[config.mk]
export PLATFORM = sky130hd
export DESIGN_NAME = blink_monitor
export DESIGN_NICKNAME = d
export VERILOG_FILES = /design/src/rtl/blink_monitor.sv
export SDC_FILE = /design/constraint.sdc
export NUM_CORES = 1
export LEC_CHECK = 0
export BUFFER_PORTS_ARGS = -buffer_cell sky130_fd_sc_hd__buf_2
export CAP_MARGIN = 20
export CORE_ASPECT_RATIO = 0.9
export CORE_UTILIZATION = 35
export CTS_CLUSTER_DIAMETER = 50
export DETAILED_ROUTE_END_ITERATION = 16
export SYNTH_ARGS = -nofsm -noshare
export SYNTH_HDL_FRONTEND = slang
export SYNTH_SLANG_ARGS = --single-unit
[constraint.sdc]
create_clock -name CLK -period 3.7 [get_ports CLK]
set_input_delay 0.74 -clock CLK [delete_from_list [all_inputs] [get_ports CLK]]
set_output_delay 0.74 -clock CLK [all_outputs]
set_load 0.05 [all_outputs]
[src/rtl/blink_monitor.sv]
// Receive-side blink monitor: synchronizes and debounces an asynchronous line,
// measures the half-period between debounced edges and flags a stuck line.
module blink_monitor #(
  parameter int SYNC_STAGES     = 2,
  parameter int DEBOUNCE_CYCLES = 16,
  parameter int CNT_WIDTH       = 32,
  parameter int TIMEOUT         = 100000000
) (
  input  logic                 CLK,
  input  logic                 RST_N,
  input  logic                 BLINK_IN,
  input  logic                 CLEAR,
  output logic                 LEVEL,
  output logic                 EDGE_RISE,
  output logic                 EDGE_FALL,
  output logic [CNT_WIDTH-1:0] HALF_PERIOD,
  output logic                 PERIOD_VALID,
  output logic                 STUCK
);

  localparam int DW = (DEBOUNCE_CYCLES > 1) ? $clog2(DEBOUNCE_CYCLES) : 1;
  localparam logic [DW-1:0]        DMAX = DW'(DEBOUNCE_CYCLES - 1);
  localparam logic [CNT_WIDTH-1:0] TMO  = CNT_WIDTH'(TIMEOUT);

  typedef enum logic [1:0] {
    IDLE,
    MEASURE,
    STUCK_ST
  } state_t;

  logic [SYNC_STAGES-1:0] sync_q;
  logic                   sync;
  logic [DW-1:0]          dcnt;
  logic                   level_q, rise_q, fall_q;
  logic                   edge_now;

  state_t                 state, state_d;
  logic [CNT_WIDTH-1:0]   icnt, icnt_d;
  logic [CNT_WIDTH-1:0]   hp_q, hp_d;
  logic                   pv_q, pv_d;
  logic                   stuck_q;

  always_ff @(posedge CLK or negedge RST_N) begin
    if (!RST_N) sync_q <= '0;
    else        sync_q <= {sync_q[SYNC_STAGES-2:0], BLINK_IN};
  end

  assign sync = sync_q[SYNC_STAGES-1];

  // edge_now marks the clock at which LEVEL toggles; FSM and edge pulses share it
  assign edge_now = (sync != level_q) && (dcnt == DMAX);

  always_ff @(posedge CLK or negedge RST_N) begin
    if (!RST_N) begin
      dcnt    <= '0;
      level_q <= 1'b0;
      rise_q  <= 1'b0;
      fall_q  <= 1'b0;
    end else begin
      rise_q <= edge_now & ~level_q;
      fall_q <= edge_now & level_q;
      if (edge_now) begin
        level_q <= ~level_q;
        dcnt    <= '0;
      end else if (sync != level_q) begin
        dcnt <= dcnt + 1'b1;
      end else begin
        dcnt <= '0;
      end
    end
  end

  always_ff @(posedge CLK or negedge RST_N) begin
    if (!RST_N) state <= IDLE;
    else        state <= state_d;
  end

  always_comb begin
    state_d = state;
    icnt_d  = edge_now ? CNT_WIDTH'(1) : ((&icnt) ? icnt : icnt + 1'b1);
    hp_d    = hp_q;
    pv_d    = 1'b0;
    case (state)
      IDLE: begin
        if (edge_now)         state_d = MEASURE;
        else if (icnt == TMO) state_d = STUCK_ST;
      end
      MEASURE: begin
        if (edge_now) begin
          hp_d = icnt;
          pv_d = 1'b1;
        end else if (icnt == TMO) begin
          state_d = STUCK_ST;
        end
      end
      STUCK_ST: begin
        if (edge_now) state_d = MEASURE;
      end
      default: state_d = IDLE;
    endcase
    if (CLEAR) begin
      state_d = IDLE;
      icnt_d  = '0;
      hp_d    = '0;
      pv_d    = 1'b0;
    end
  end

  always_ff @(posedge CLK or negedge RST_N) begin
    if (!RST_N) begin
      icnt    <= '0;
      hp_q    <= '0;
      pv_q    <= 1'b0;
      stuck_q <= 1'b0;
    end else begin
      icnt    <= icnt_d;
      hp_q    <= hp_d;
      pv_q    <= pv_d;
      stuck_q <= (state_d == STUCK_ST);
    end
  end

  assign LEVEL        = level_q;
  assign EDGE_RISE    = rise_q;
  assign EDGE_FALL    = fall_q;
  assign HALF_PERIOD  = hp_q;
  assign PERIOD_VALID = pv_q;
  assign STUCK        = stuck_q;

endmodule
==> flow_summary.toml <==
[hold_path]
worstHoldPathType = "reg2reg"

[floorplan]
core_area_um2 = 9830
die_h_um = 98.1
ios = 41
die-area_um2 = 10700
chipWidth_um = 109
core.rowCount = 34
start_util_pct = 36.5

[worst_setup_path]
crit_fanout = 13
slowest_stage = "or4_1"
critPathBufInv = 0
cp_cell_sequence = "ha_1 -> and3_1 -> and3_1 -> o211ai_1 -> or4_1 -> a21oi_1"
critPathMostFrequentCell = "and3_1"
endpoint_kind = "flop"
arrival_ps = 2770
max_stage_delay_ps = 570
worst_setup_path_start_kind = "flop"
crit_required_ps = 3950
cp_top_family = "simple AND/OR/NAND/NOR gates"
critPathKind = "reg2reg"

[synth]
synth_edf_count = 0
netlist_instances = 328
yosys_warnings = 0
yosysSeqAreaShare_pct = 53.7
synth_cell_types = 49
ys.flop_type = "dfrtp_1"
syn-num-nets = 335
avgSynthCellArea_um2 = 10.9
synthesis.area_um2 = 3590
ys_seq_elements = 77
async_reset_ff_share_pct = 100

[power_and_ir_drop]
cellLeakagePower_nw = 1.93
vdd_ir_drop_max_mv = 0.329
report.power.total_mw = 1.98
p_per_area_nw_per_um2 = 467

[drt]
drc = 0
via_count = 2768
first_iter_violations = 234
firstDrtPassIters = 4
vias_per_cell = 5.60
drt_wl_total_um = 8220
antenna_left = 0
wire_per_inst_um = 16.6

[sta]
max_freq_mhz = 398
tns_ps = 0
rsz0062_at_grt = "no"
relSlewSlack_pct = 35.2
setup_viol_count_final = 0
fin_crit_sh_pct = 67.9
fin_worst_skew_ps = 6.93
slew_viol_final = 0
hold_slack_ps = 346
tightest_slew_ps = 972
report.final.hold_viol_count = 0
period_needed_ps = 2510

[outcome]
outcome = "finished, final reports clean"

[cts]
cts_resized = 0
cts_made_buffers = 9
cts_setup_buffers = 0
h-tree-depth = 3
cts.clk_slew.worst_paths_ps = 60
ctsHoldBuffers = 0
numClockSinks = 77
insertion_delay_ps = 340
cts-root-buf = "clkbuf_16"
clock_path_buffers = 2
cts_tree = "yes"

[layout]
drive_gt1_share_pct = 20.7
nets = 371
seq_area_um2 = 1930
multi_input_area_um2 = 1520
fill_cells = 949
syn_to_final_growth_pct = 18.0
antenna_cells = 0

[grt]
grt_usage_pct = 16.9
antenna_found_initial = 0
grt_overflow = 0
grt_max_degree = 78
grt_pass1_vias = 2625
grt_pass1_wl_um = 13700

[place]
place_congestion = 0.822
port_buffers = 40
dpl.hpwl_um = 5550

[run]
maxCapViolCount = 0
state kept, by name (all words and copies together), names as in the netlist:
register      count
EDGE_FALL         1
EDGE_RISE         1
HALF_PERIOD      32
LEVEL             1
PERIOD_VALID      1
STUCK             1
dcnt              4
icnt             32
state             2
sync_q            2
final timing paths:
kind / end / slack, ps / startpoint / cells past startpoint
worst max-delay path: icnt[26] / 1190 / icnt[1] / 6
worst min-delay path: sync_q[1] / 350 / sync_q[0] / 0
worst max register to register: icnt[26] / 1190 / icnt[1] / 6
worst min register to register: sync_q[1] / 350 / sync_q[0] / 0
max in group asynchronous: HALF_PERIOD[4] / 2510 / RST_N / 1
min in group asynchronous: HALF_PERIOD[26] / 560 / RST_N / 1
cell usage in the layout (no fill, tap or decap), drive strengths merged, types with 2 or more instances in the layout:
cell	n
inv	7
bufinv	4
nor3b	4
o21ai	17
nor3	6
nand4	12
nand2	18
or4	10
o21a	2
and3	10
or3	19
ha	3
and4	4
dfrtp	77
mux2	2
o211ai	5
o31ai	3
nand3	20
xor2	4
and2	4
buf	45
nor4	3
nor4b	4
clkbuf	11
a21oi	20
nor2	13
a22o	32
per-layer routing:
metal / part of all wire, % / up-vias / wire, um / global-route usage (%)
met4: 1.1 / 0 / 89 / 5.82
met5: 0 / - / 0 / 0
met1: 47 / 1358 / 3880 / 24.1
li1: - / 1325 / - / -
met2: 46 / 76 / 3810 / 24.3
met3: 5.4 / 9 / 447 / 5.01
synthesized netlist by cell type (2+ instances only):
cell,number,share of area (%)
nor4b_1,4,0.98
nor3b_1,4,0.84
nor2_1,13,1.4
or3_1,18,3.1
nand3_1,19,2.6
nor3_1,5,0.70
nor4_1,2,0.35
a21oi_1,20,2.8
nand4_4,2,1.2
o31ai_1,3,0.63
nand4_1,10,1.7
xor2_1,4,0.98
buf_4,2,0.42
o21ai_0,8,1.1
or4_1,10,2.1
o21ai_1,9,1.3
dfrtp_1,77,54
inv_1,7,0.73
clkbuf_1,7,0.73
mux2_2,2,0.63
ha_1,3,1.0
buf_6,2,0.63
a22o_1,31,7.6
and3_1,7,1.2
o21a_1,2,0.42
nand2_1,18,1.9
and3_2,2,0.42
o211ai_1,5,1.0
and4_1,3,0.73
buf_2,7,0.98
and2_1,4,0.70
cells by family (layout without fill, tap and decap cells):
logic type                 after synthesis  after routing  synth area share, %
AOI/OAI and AO/OA                       84             84                 16.5
xor gates and xnor gates                 5              5                 1.22
adders and majority gates                3              3                 1.05
buffers and inverters                   27             67                 4.01
DFF                                     77             77                 53.7
muxes                                    3              3                0.907
and+or+nand+nor                        129            129                 22.7
final cells by class:
class	count	area share [%]
flip-flops and latches	77	45.5
multi-input cells	224	35.9
clock buffers	11	5.73
repair buffers	45	5.67
well taps	126	3.72
clock inverters	4	2.84
inverters	7	0.621
per-stage QoR:
stage	cells	utilization [%]	setup WS, ps	area, um^2
final	494	43.1	1190	4230
after global routing	494	43.1	973	4230
after CTS	494	43.1	1180	4230
after detailed placement	479	39.4	1210	3870
after global placement	479	39.4	1290	3870
after floorplan	328	-	1700	3590
power by group:
| part | leakage [nW] | switching, mW | internal, mW | total (mW) |
|---|---|---|---|---|
| registers | 1.07 | 0.00916 | 0.849 | 0.858 |
| clock network | 0.176 | 0.327 | 0.742 | 1.07 |
| logic | 0.690 | 0.0374 | 0.0127 | 0.0502 |
| total | 1.93 | 0.374 | 1.60 | 1.98 |
Power figures use the tool's default switching activity.
